==> src/rtl/imem_loader.sv <==
// imem_loader: framed byte-stream loader that writes 32-bit words into instruction memory
module imem_loader #(
    parameter int          ADDR_W    = 8,
    parameter logic [31:0] BASE_ADDR = 32'h0000_0000,
    parameter logic [7:0]  SYNC_BYTE = 8'hA5
) (
    input  logic        clk,
    input  logic        rst,
    input  logic [7:0]  in_data,
    input  logic        in_valid,
    output logic        in_ready,
    output logic        imem_we,
    output logic [31:0] imem_addr,
    output logic [31:0] imem_wdata,
    output logic        core_hold,
    output logic        load_ok,
    output logic        load_err,
    output logic [15:0] word_count
);
    localparam logic [2:0] IDLE   = 3'd0;
    localparam logic [2:0] LEN_LO = 3'd1;
    localparam logic [2:0] LEN_HI = 3'd2;
    localparam logic [2:0] DATA   = 3'd3;
    localparam logic [2:0] CSUM   = 3'd4;
    localparam logic [2:0] DONE   = 3'd5;
    localparam logic [2:0] ERROR  = 3'd6;
    localparam logic [16:0] MAX_N = 17'd1 << ADDR_W;

    logic [2:0]  state_q, state_d;
    logic [7:0]  len_lo_q, len_lo_d;
    logic [15:0] n_q, n_d;
    logic [7:0]  csum_q, csum_d;
    logic [1:0]  lane_q, lane_d;
    logic [23:0] buf_q, buf_d;
    logic        we_q, we_d;
    logic [31:0] addr_q, addr_d;
    logic [31:0] wdata_q, wdata_d;
    logic        hold_q, hold_d;
    logic        ok_q, ok_d;
    logic        err_q, err_d;
    logic [15:0] wc_q, wc_d;
    logic        xfer;
    logic [15:0] len_w;

    assign in_ready   = !rst;
    assign xfer       = in_valid && in_ready;
    assign len_w      = {in_data, len_lo_q};
    assign imem_we    = we_q;
    assign imem_addr  = addr_q;
    assign imem_wdata = wdata_q;
    assign core_hold  = hold_q;
    assign load_ok    = ok_q;
    assign load_err   = err_q;
    assign word_count = wc_q;

    always_comb begin
        state_d  = state_q;
        len_lo_d = len_lo_q;
        n_d      = n_q;
        csum_d   = csum_q;
        lane_d   = lane_q;
        buf_d    = buf_q;
        we_d     = 1'b0;
        addr_d   = addr_q;
        wdata_d  = wdata_q;
        hold_d   = hold_q;
        ok_d     = ok_q;
        err_d    = err_q;
        wc_d     = wc_q;
        if (xfer) begin
            case (state_q)
                IDLE, DONE, ERROR: begin
                    if (in_data == SYNC_BYTE) begin
                        state_d = LEN_LO;
                        hold_d  = 1'b1;
                        ok_d    = 1'b0;
                        err_d   = 1'b0;
                        wc_d    = 16'd0;
                        csum_d  = 8'd0;
                        lane_d  = 2'd0;
                    end
                end
                LEN_LO: begin
                    len_lo_d = in_data;
                    state_d  = LEN_HI;
                end
                LEN_HI: begin
                    n_d = len_w;
                    if (len_w == 16'd0 || {1'b0, len_w} > MAX_N) begin
                        state_d = ERROR;
                        hold_d  = 1'b0;
                        err_d   = 1'b1;
                    end else begin
                        state_d = DATA;
                    end
                end
                DATA: begin
                    csum_d = csum_q ^ in_data;
                    lane_d = lane_q + 2'd1;
                    buf_d  = {in_data, buf_q[23:8]};
                    // little-endian: the lane-3 byte lands on top of the three buffered bytes
                    if (lane_q == 2'd3) begin
                        we_d    = 1'b1;
                        wdata_d = {in_data, buf_q};
                        addr_d  = BASE_ADDR + {14'd0, wc_q, 2'b00};
                        wc_d    = wc_q + 16'd1;
                        state_d = (wc_q + 16'd1 == n_q) ? CSUM : DATA;
                    end
                end
                CSUM: begin
                    state_d = (in_data == csum_q) ? DONE : ERROR;
                    hold_d  = 1'b0;
                    ok_d    = in_data == csum_q;
                    err_d   = in_data != csum_q;
                end
                default: state_d = IDLE;
            endcase
        end
    end

    always_ff @(posedge clk) begin
        if (rst) begin
            state_q  <= IDLE;
            len_lo_q <= 8'd0;
            n_q      <= 16'd0;
            csum_q   <= 8'd0;
            lane_q   <= 2'd0;
            buf_q    <= 24'd0;
            we_q     <= 1'b0;
            addr_q   <= BASE_ADDR;
            wdata_q  <= 32'd0;
            hold_q   <= 1'b0;
            ok_q     <= 1'b0;
            err_q    <= 1'b0;
            wc_q     <= 16'd0;
        end else begin
            state_q  <= state_d;
            len_lo_q <= len_lo_d;
            n_q      <= n_d;
            csum_q   <= csum_d;
            lane_q   <= lane_d;
            buf_q    <= buf_d;
            we_q     <= we_d;
            addr_q   <= addr_d;
            wdata_q  <= wdata_d;
            hold_q   <= hold_d;
            ok_q     <= ok_d;
            err_q    <= err_d;
            wc_q     <= wc_d;
        end
    end
endmodule

==> config.mk <==
export PLATFORM = sky130hd
export DESIGN_NAME = imem_loader
export DESIGN_NICKNAME = d
export VERILOG_FILES = /design/src/rtl/imem_loader.sv
export SDC_FILE = /design/constraint.sdc
export NUM_CORES = 1
export LEC_CHECK = 0
export BUFFER_PORTS_ARGS = -buffer_cell sky130_fd_sc_hd__buf_2
export CORE_MARGIN = 3
export CORE_UTILIZATION = 40
export CTS_CLUSTER_DIAMETER = 80
export DETAILED_ROUTE_END_ITERATION = 8
export PLACE_DENSITY_LB_ADDON = 0.1
export RECOVER_POWER = 100
export SLEW_MARGIN = 0
export SYNTH_ARGS = -nofsm -noshare
export SYNTH_HDL_FRONTEND = slang
export SYNTH_SLANG_ARGS = --single-unit
==> constraint.sdc <==
create_clock -name clk -period 5.9 [get_ports clk]
set_input_delay 0.59 -clock clk [delete_from_list [all_inputs] [get_ports clk]]
set_output_delay 0.59 -clock clk [all_outputs]
set_load 0.01 [all_outputs]
==> out/metrics.yaml, run 1 <==
outcome: "complete, but fails checks"
violations: "max-capacitance violations, max-slew violations"
grt_pass1_vias: 5084
reg2reg_to: "imem_addr[3]"
h-tree-depth: 4
switchingPower_w: 0.000394
synth_edf_count: 0
cp-end-kind: "flip-flop"
finClkSkew_ns: 0.0131
hold_class: "reg2reg"
ys_seq_area_share_pct: 43.9
antennaDiodeCount: 0
cts_tree: "built"
avgSynthCellArea_um2: 7.62
max_cap_viol_count: 3
path_common_cell: "a21oi_1"
ys_warn_count: 0
viasPerCell: 5.36
ys_async_sr_fraction_pct: 0
antenna_found_initial: 0
clock_path_buffers: 2
dieArea_mm2: 0.0162
p_leak_nw: 2.28
fin_nets: 833
fin_util_pct: 47.5
path_cells: "xor2_1 > a21oi_1 > o211ai_4 > buf_4 > inv_1 > nand2_1 > a21oi_1"
detail-route-antenna-nets: 0
max_freq_mhz: 269
internal_power_w: 0.00157
post_cts_buffers: 0
synthDistinctLibCells: 60
cts_buffers: 17
overflow: 0
synth_compound_area_share_pct: 19.3
drive_gt1_share_pct: 6.15
drt_pass1_iterations: 5
clock-sinks: 129
muxShareOfSynthArea_pct: 0.553
grt_first_pass_wirelength_mm: 26.0
synthXorXnorAreaFrac_pct: 3.57
io_buffers: 79
routed_wirelength_mm: 16.0
r2r_start: "state_q[0]"
vias: 5404
synth_seq_cells: 129
dp_cells: 981
setup_viol: 0
finalCriticalPeriod_ns: 3.72
crit_path_start: "state_q[0]"
rsz0062_at_grt: "false"
tightest_slew_ns: 2.21
drc: 0
grt_usage_pct: 20.0
hold_viol: 0
slowest_delay_ns: 1.47
place.gp.congestion: 0.854
core_mm2: 0.0141
finalCritPeriodShare_pct: 63.0
cts_resized: 0
switching_share_pct: 20.0
initial_utilization_pct: 41.6
maxSlewViolCount: 170
clock_latency_ns: 0.41
path_clk_slew_ns: 0.06
yosys.area_share.simple_pct: 25.6
path_depth: 7
netlist_instances: 773
wl_per_cell_um: 15.9
crit_buf_inv: 2
final_cell_count_no_fill: 1009
hold_buffers: 0
ys.flop_type: "dfxtp_1"
p_per_area_mw_per_mm2: 293
syn2layout_area_growth_pct: 14.2
pin_count: 96
power_frac_clock_pct: 53.6
synthAdderAreaFrac_pct: 0.425
p_comb_share_pct: 2.1
grt_max_degree: 66
relSlewSlack_pct: -47.4
rows: 43
critPathRequiredTime_ns: 6.24
path_max_fanout: 65
slowest_stage: "inv_1"
seqPwrFrac_pct: 44.3
drt_iter0_drc: 423
crit_family: "buffers and inverters"
reg2reg_depth: 7
place_hpwl_mm: 10.5
critPathLaunchType: "flip-flop"
setup.worst_path.end: "imem_addr[3]"
synth_area_mm2: 0.00589
arrival_ns: 4.06
die_y_um: 127
ir_worst_vdd_v: 0.000227
reg2reg_slack_ns: 2.18
path_class: "reg2reg"
place_ws_ns: 2.46
fin_tns_setup_ns: 0
setup_ws_ns: 2.18
cts-root-buf: "clkbuf_16"
synth_top_family_by_area: "simple AND/OR/NAND/NOR gates"
die_w_um: 127
[worst min-delay path by stage]
stage                     slack (ns)      startpoint  cells after the start              to
after floorplan                 0.43        buf_q[0]                      2   imem_wdata[0]
after global placement          0.44   imem_addr[14]                      2   imem_addr[14]
after global routing            0.47   imem_wdata[0]                      2   imem_wdata[0]
final                           0.46   imem_wdata[2]                      2   imem_wdata[2]
after detailed placement        0.45  imem_wdata[11]                      2  imem_wdata[11]
after CTS                       0.45  imem_wdata[11]                      2  imem_wdata[11]
[worst reg2reg max path, stage by stage, from the launching register on]
cell and delay [ns]:
dfxtp_1 0.55, xor2_1 0.19, a21oi_1 0.44, o211ai_4 0.12, buf_4 0.36, inv_1 1.47, nand2_1 0.30, a21oi_1 0.21
[cell usage in the layout (no fill, tap or decap), types with 9 or more instances in the layout]
master | Yosys | final
o21ai_0 | 73 | 73
nor3_1 | 9 | 9
nor2b_1 | 13 | 13
clkbuf_1 | 43 | 76
nand2_1 | 208 | 208
a21oi_1 | 77 | 77
xnor2_1 | 11 | 11
clkbuf_16 | 0 | 17
xor2_1 | 13 | 13
nand3_1 | 11 | 11
conb_1 | 1 | 16
buf_2 | 8 | 10
nor2_1 | 45 | 45
a211oi_1 | 8 | 9
dfxtp_1 | 129 | 129
[power by group through the flow]
stage	Clock [W]	Combinational (W)	Sequential [W]
after floorplan	0	0.0000341	0.000890
after global placement	0	0.0000408	0.000891
after detailed placement	0	0.0000415	0.000891
after CTS	0.00107	0.0000417	0.000872
after global routing	0.00112	0.0000447	0.000871
final	0.00106	0.0000410	0.000872
[cell usage after synthesis, types with 4 or more instances]
cell type / count / share of area (%)
buf_2: 8 / 0.68
o21ai_0: 73 / 6.2
or4_1: 4 / 0.51
buf_4: 17 / 2.2
nand2_1: 208 / 13
nand4_1: 7 / 0.74
nor2b_1: 13 / 1.4
a211oi_1: 8 / 1.0
nor2_1: 45 / 2.9
xor2_1: 13 / 1.9
nand3b_1: 7 / 0.89
a22oi_1: 6 / 0.77
dfxtp_1: 129 / 44
nand3_1: 11 / 0.94
nor4_1: 6 / 0.64
or2_2: 4 / 0.43
a21o_1: 6 / 0.77
a211o_1: 4 / 0.60
a21oi_1: 77 / 6.5
or3_1: 5 / 0.53
nor3_1: 9 / 0.77
inv_1: 6 / 0.38
and3_1: 4 / 0.43
clkbuf_1: 43 / 2.7
xnor2_1: 11 / 1.6
[state kept, by name, summed over array words and instances (netlist names)]
register and flops:
imem_wdata 32, buf_q 24, imem_addr 16, n_q 16, word_count 16, csum_q 8, len_lo_q 8, state_q 3
lane_q 2, core_hold 1, imem_we 1, load_err 1, load_ok 1
[cells by family (layout without fill, tap and decap cells)]
group / after synthesis / in the layout
flops: 129 / 129
mux: 3 / 3
compound gates: 196 / 196
fa+ha+maj: 2 / 2
xor+xnor: 24 / 24
buf+inv: 81 / 122
other cells: 1 / 16
simple gates: 337 / 337
[through the flow]
stage | power (W) | hold slack (ns) | cell area [um^2]
floorplan | 0.000925 | 0.432 | 5940
global placement | 0.000932 | 0.445 | 6280
detailed placement | 0.000932 | 0.446 | 6280
CTS | 0.00199 | 0.455 | 6850
global route | 0.00204 | 0.472 | 6720
finish | 0.00197 | 0.456 | 6720
[layout make-up]
| class | instances | area [um^2] |
|---|---|---|
| clock buffer | 21 | 440 |
| clock inverter | 7 | 138 |
| fill | 1442 | 7430 |
| inverter | 8 | 30.0 |
| multi-input combinational | 578 | 2960 |
| sequential | 129 | 2580 |
| tap | 180 | 225 |
| timing repair buffer | 86 | 350 |
[per-layer routing]
layer / part of all wire (%) / global-route usage, % / vias to the layer above / wire (um)
met5: 0 / 0 / - / 0
met4: 1.7 / 7.44 / 0 / 275
met3: 6.4 / 5.43 / 16 / 1030
met2: 45 / 30.6 / 172 / 7140
met1: 47 / 27.0 / 2527 / 7550
li1: - / - / 2689 / -
(Power assumes the default switching activity.)
==> inputs of run 2 (changes only) <==
Clock period 5.9 ns to 3.1 ns, I/O delays scaled along.
==> run 2 against run 1 <==
  * The run now ends clean
  * Final area up 1.8%
  * Clock power up 100%
  * Count of clock-buffer cells in the layout up 3
  * Core utilization up 0.87 points
  * Hold slack worse by 0.23 ns
  * Critical endpoint is now state_q[0]
  * Routed wire length down 0.92%
  * Die area unchanged
  * Largest power group unchanged
  * Critical path type unchanged
  * First-iteration DRC count up 5.9%
  * Worst setup slack worse by 1.8 ns
  * Via count down 0.50%
==> out/metrics.yaml, run 2 (synthesis gave the netlist of run 1 again) <==
r2r_start: "word_count[4]"
h-tree-depth: 4
layout_commonest_cell: "nand2_1"
max_cap_viol_count: 0
grt_pass1_vias: 5038
antennaDiodeCount: 0
place_ws_ns: 0.389
drt_iter0_drc: 448
hold_end: "imem_wdata[25]"
path_cells: "nand3_2 > nor3_2 > mux2_2 > a211o_1 > nor4_2 > a21oi_1"
drive_gt1_share_pct: 7.98
relSlewSlack_pct: 14.7
hold_class: "in2reg"
place.gp.congestion: 0.894
die_w_um: 127
cts_buffers: 17
ir_worst_vdd_v: 0.000441
detail-route-antenna-nets: 0
viasPerCell: 5.27
clock_latency_ns: 0.41
fill_cells: 1464
holdWs_ns: 0.222
crit_family: "simple AND/OR/NAND/NOR gates"
syn2layout_area_growth_pct: 16.3
place_hpwl_mm: 10.9
arrival_ns: 3.02
max_freq_mhz: 363
core_mm2: 0.0141
setup_viol: 0
reg2reg_slack_ns: 0.35
p_per_area_mw_per_mm2: 564
setup_ws_ns: 0.348
seq_area_mm2: 0.00258
finalCriticalPeriod_ns: 2.75
die_y_um: 127
rows: 43
path_clk_slew_ns: 0.05
fin_nets: 840
cp-end-kind: "flip-flop"
grt_usage_pct: 19.6
crit_buf_inv: 0
finClkSkew_ns: 0.00726
hold_viol: 0
multiInputGateArea_mm2: 0.00298
fin_tns_setup_ns: 0
pin_count: 96
clock_path_buffers: 2
cts_resized: 0
path_max_fanout: 13
initial_utilization_pct: 41.6
tightest_slew_ns: 1.28
hold_path_depth: 3
hold_buffers: 0
slowest_stage: "dfxtp_1"
maxSlewViolCount: 0
critPathLaunchType: "flip-flop"
cts_tree: "built"
routed_wirelength_mm: 15.8
grt_max_degree: 55
largest_reg_flops: 32
slowest_delay_ns: 0.64
critPathRequiredTime_ns: 3.36
reg2reg_to: "state_q[0]"
clock-sinks: 129
finalCritPeriodShare_pct: 88.8
outcome: "complete, no violations"
layout_common_cells: "208 x nand2_1, 129 x dfxtp_1, 77 x a21oi_1"
vias: 5377
rsz0062_at_grt: "false"
wl_per_cell_um: 15.5
path_class: "reg2reg"
min_from: "in_data[1]"
cts-root-buf: "clkbuf_16"
io_buffers: 79
dieArea_mm2: 0.0162
fin_util_pct: 48.4
grt_first_pass_wirelength_mm: 25.7
drt_pass1_iterations: 5
totalPowerFinal_w: 0.00386
antenna_found_initial: 0
drc: 0
p_leak_nw: 2.35
overflow: 0
reg2reg_depth: 6
post_cts_buffers: 0
[run 2: cell types whose count changed in the layout (fill, tap and decap cells not counted), sizes merged]
cell | before | now
inv | 7 | 8
buf | 14 | 21
clkbuf | 93 | 96
[run 2: worst max-delay path by stage]
stage / slack [ns] / startpoint / cells after the start / end
2_1_floorplan: 0.80 / word_count[1] / 9 / state_q[0]
3_3_place_gp: 0.44 / word_count[2] / 6 / state_q[0]
3_5_place_dp: 0.39 / word_count[2] / 6 / state_q[1]
4_1_cts: 0.37 / word_count[2] / 6 / state_q[0]
5_1_grt: 0.13 / rst / 7 / n_q[4]
6_report: 0.35 / word_count[4] / 6 / state_q[0]
[run 2: layer usage]
layer  global-route usage (%)  vias to the layer above  routed length [um]
li1                         -                     2707                   -
met1                     26.3                     2523                7470
met2                     31.6                      129                7410
met3                     4.64                       18                 748
met4                     5.87                        0                 214
met5                        0                        -                   0
[run 2: layout make-up]
type	instances	area share, %
clock buffers	24	7.04
flip-flops and latches	129	37.7
repair buffers	93	5.79
clock inverters	8	2.19
well taps	180	3.29
multi-input cells	578	43.5
inverters	8	0.439
[run 2: power by group]
part | internal (W) | switching (W)
clock network | 0.00141 | 0.000706
logic | 0.0000148 | 0.0000658
registers | 0.00166 | 0.000000451
[run 2: worst min-delay path, cell delays in order]
cell	delay, ns
buf_2	0.15
nand2_1	0.07
a21oi_1	0.05
[run 2: per-stage QoR]
step / instances / area, um^2
final: 1020 / 6850
after global placement: 988 / 6330
after floorplan: 788 / 5940
after global routing: 1020 / 6850
after CTS: 1020 / 6960
after detailed placement: 988 / 6330
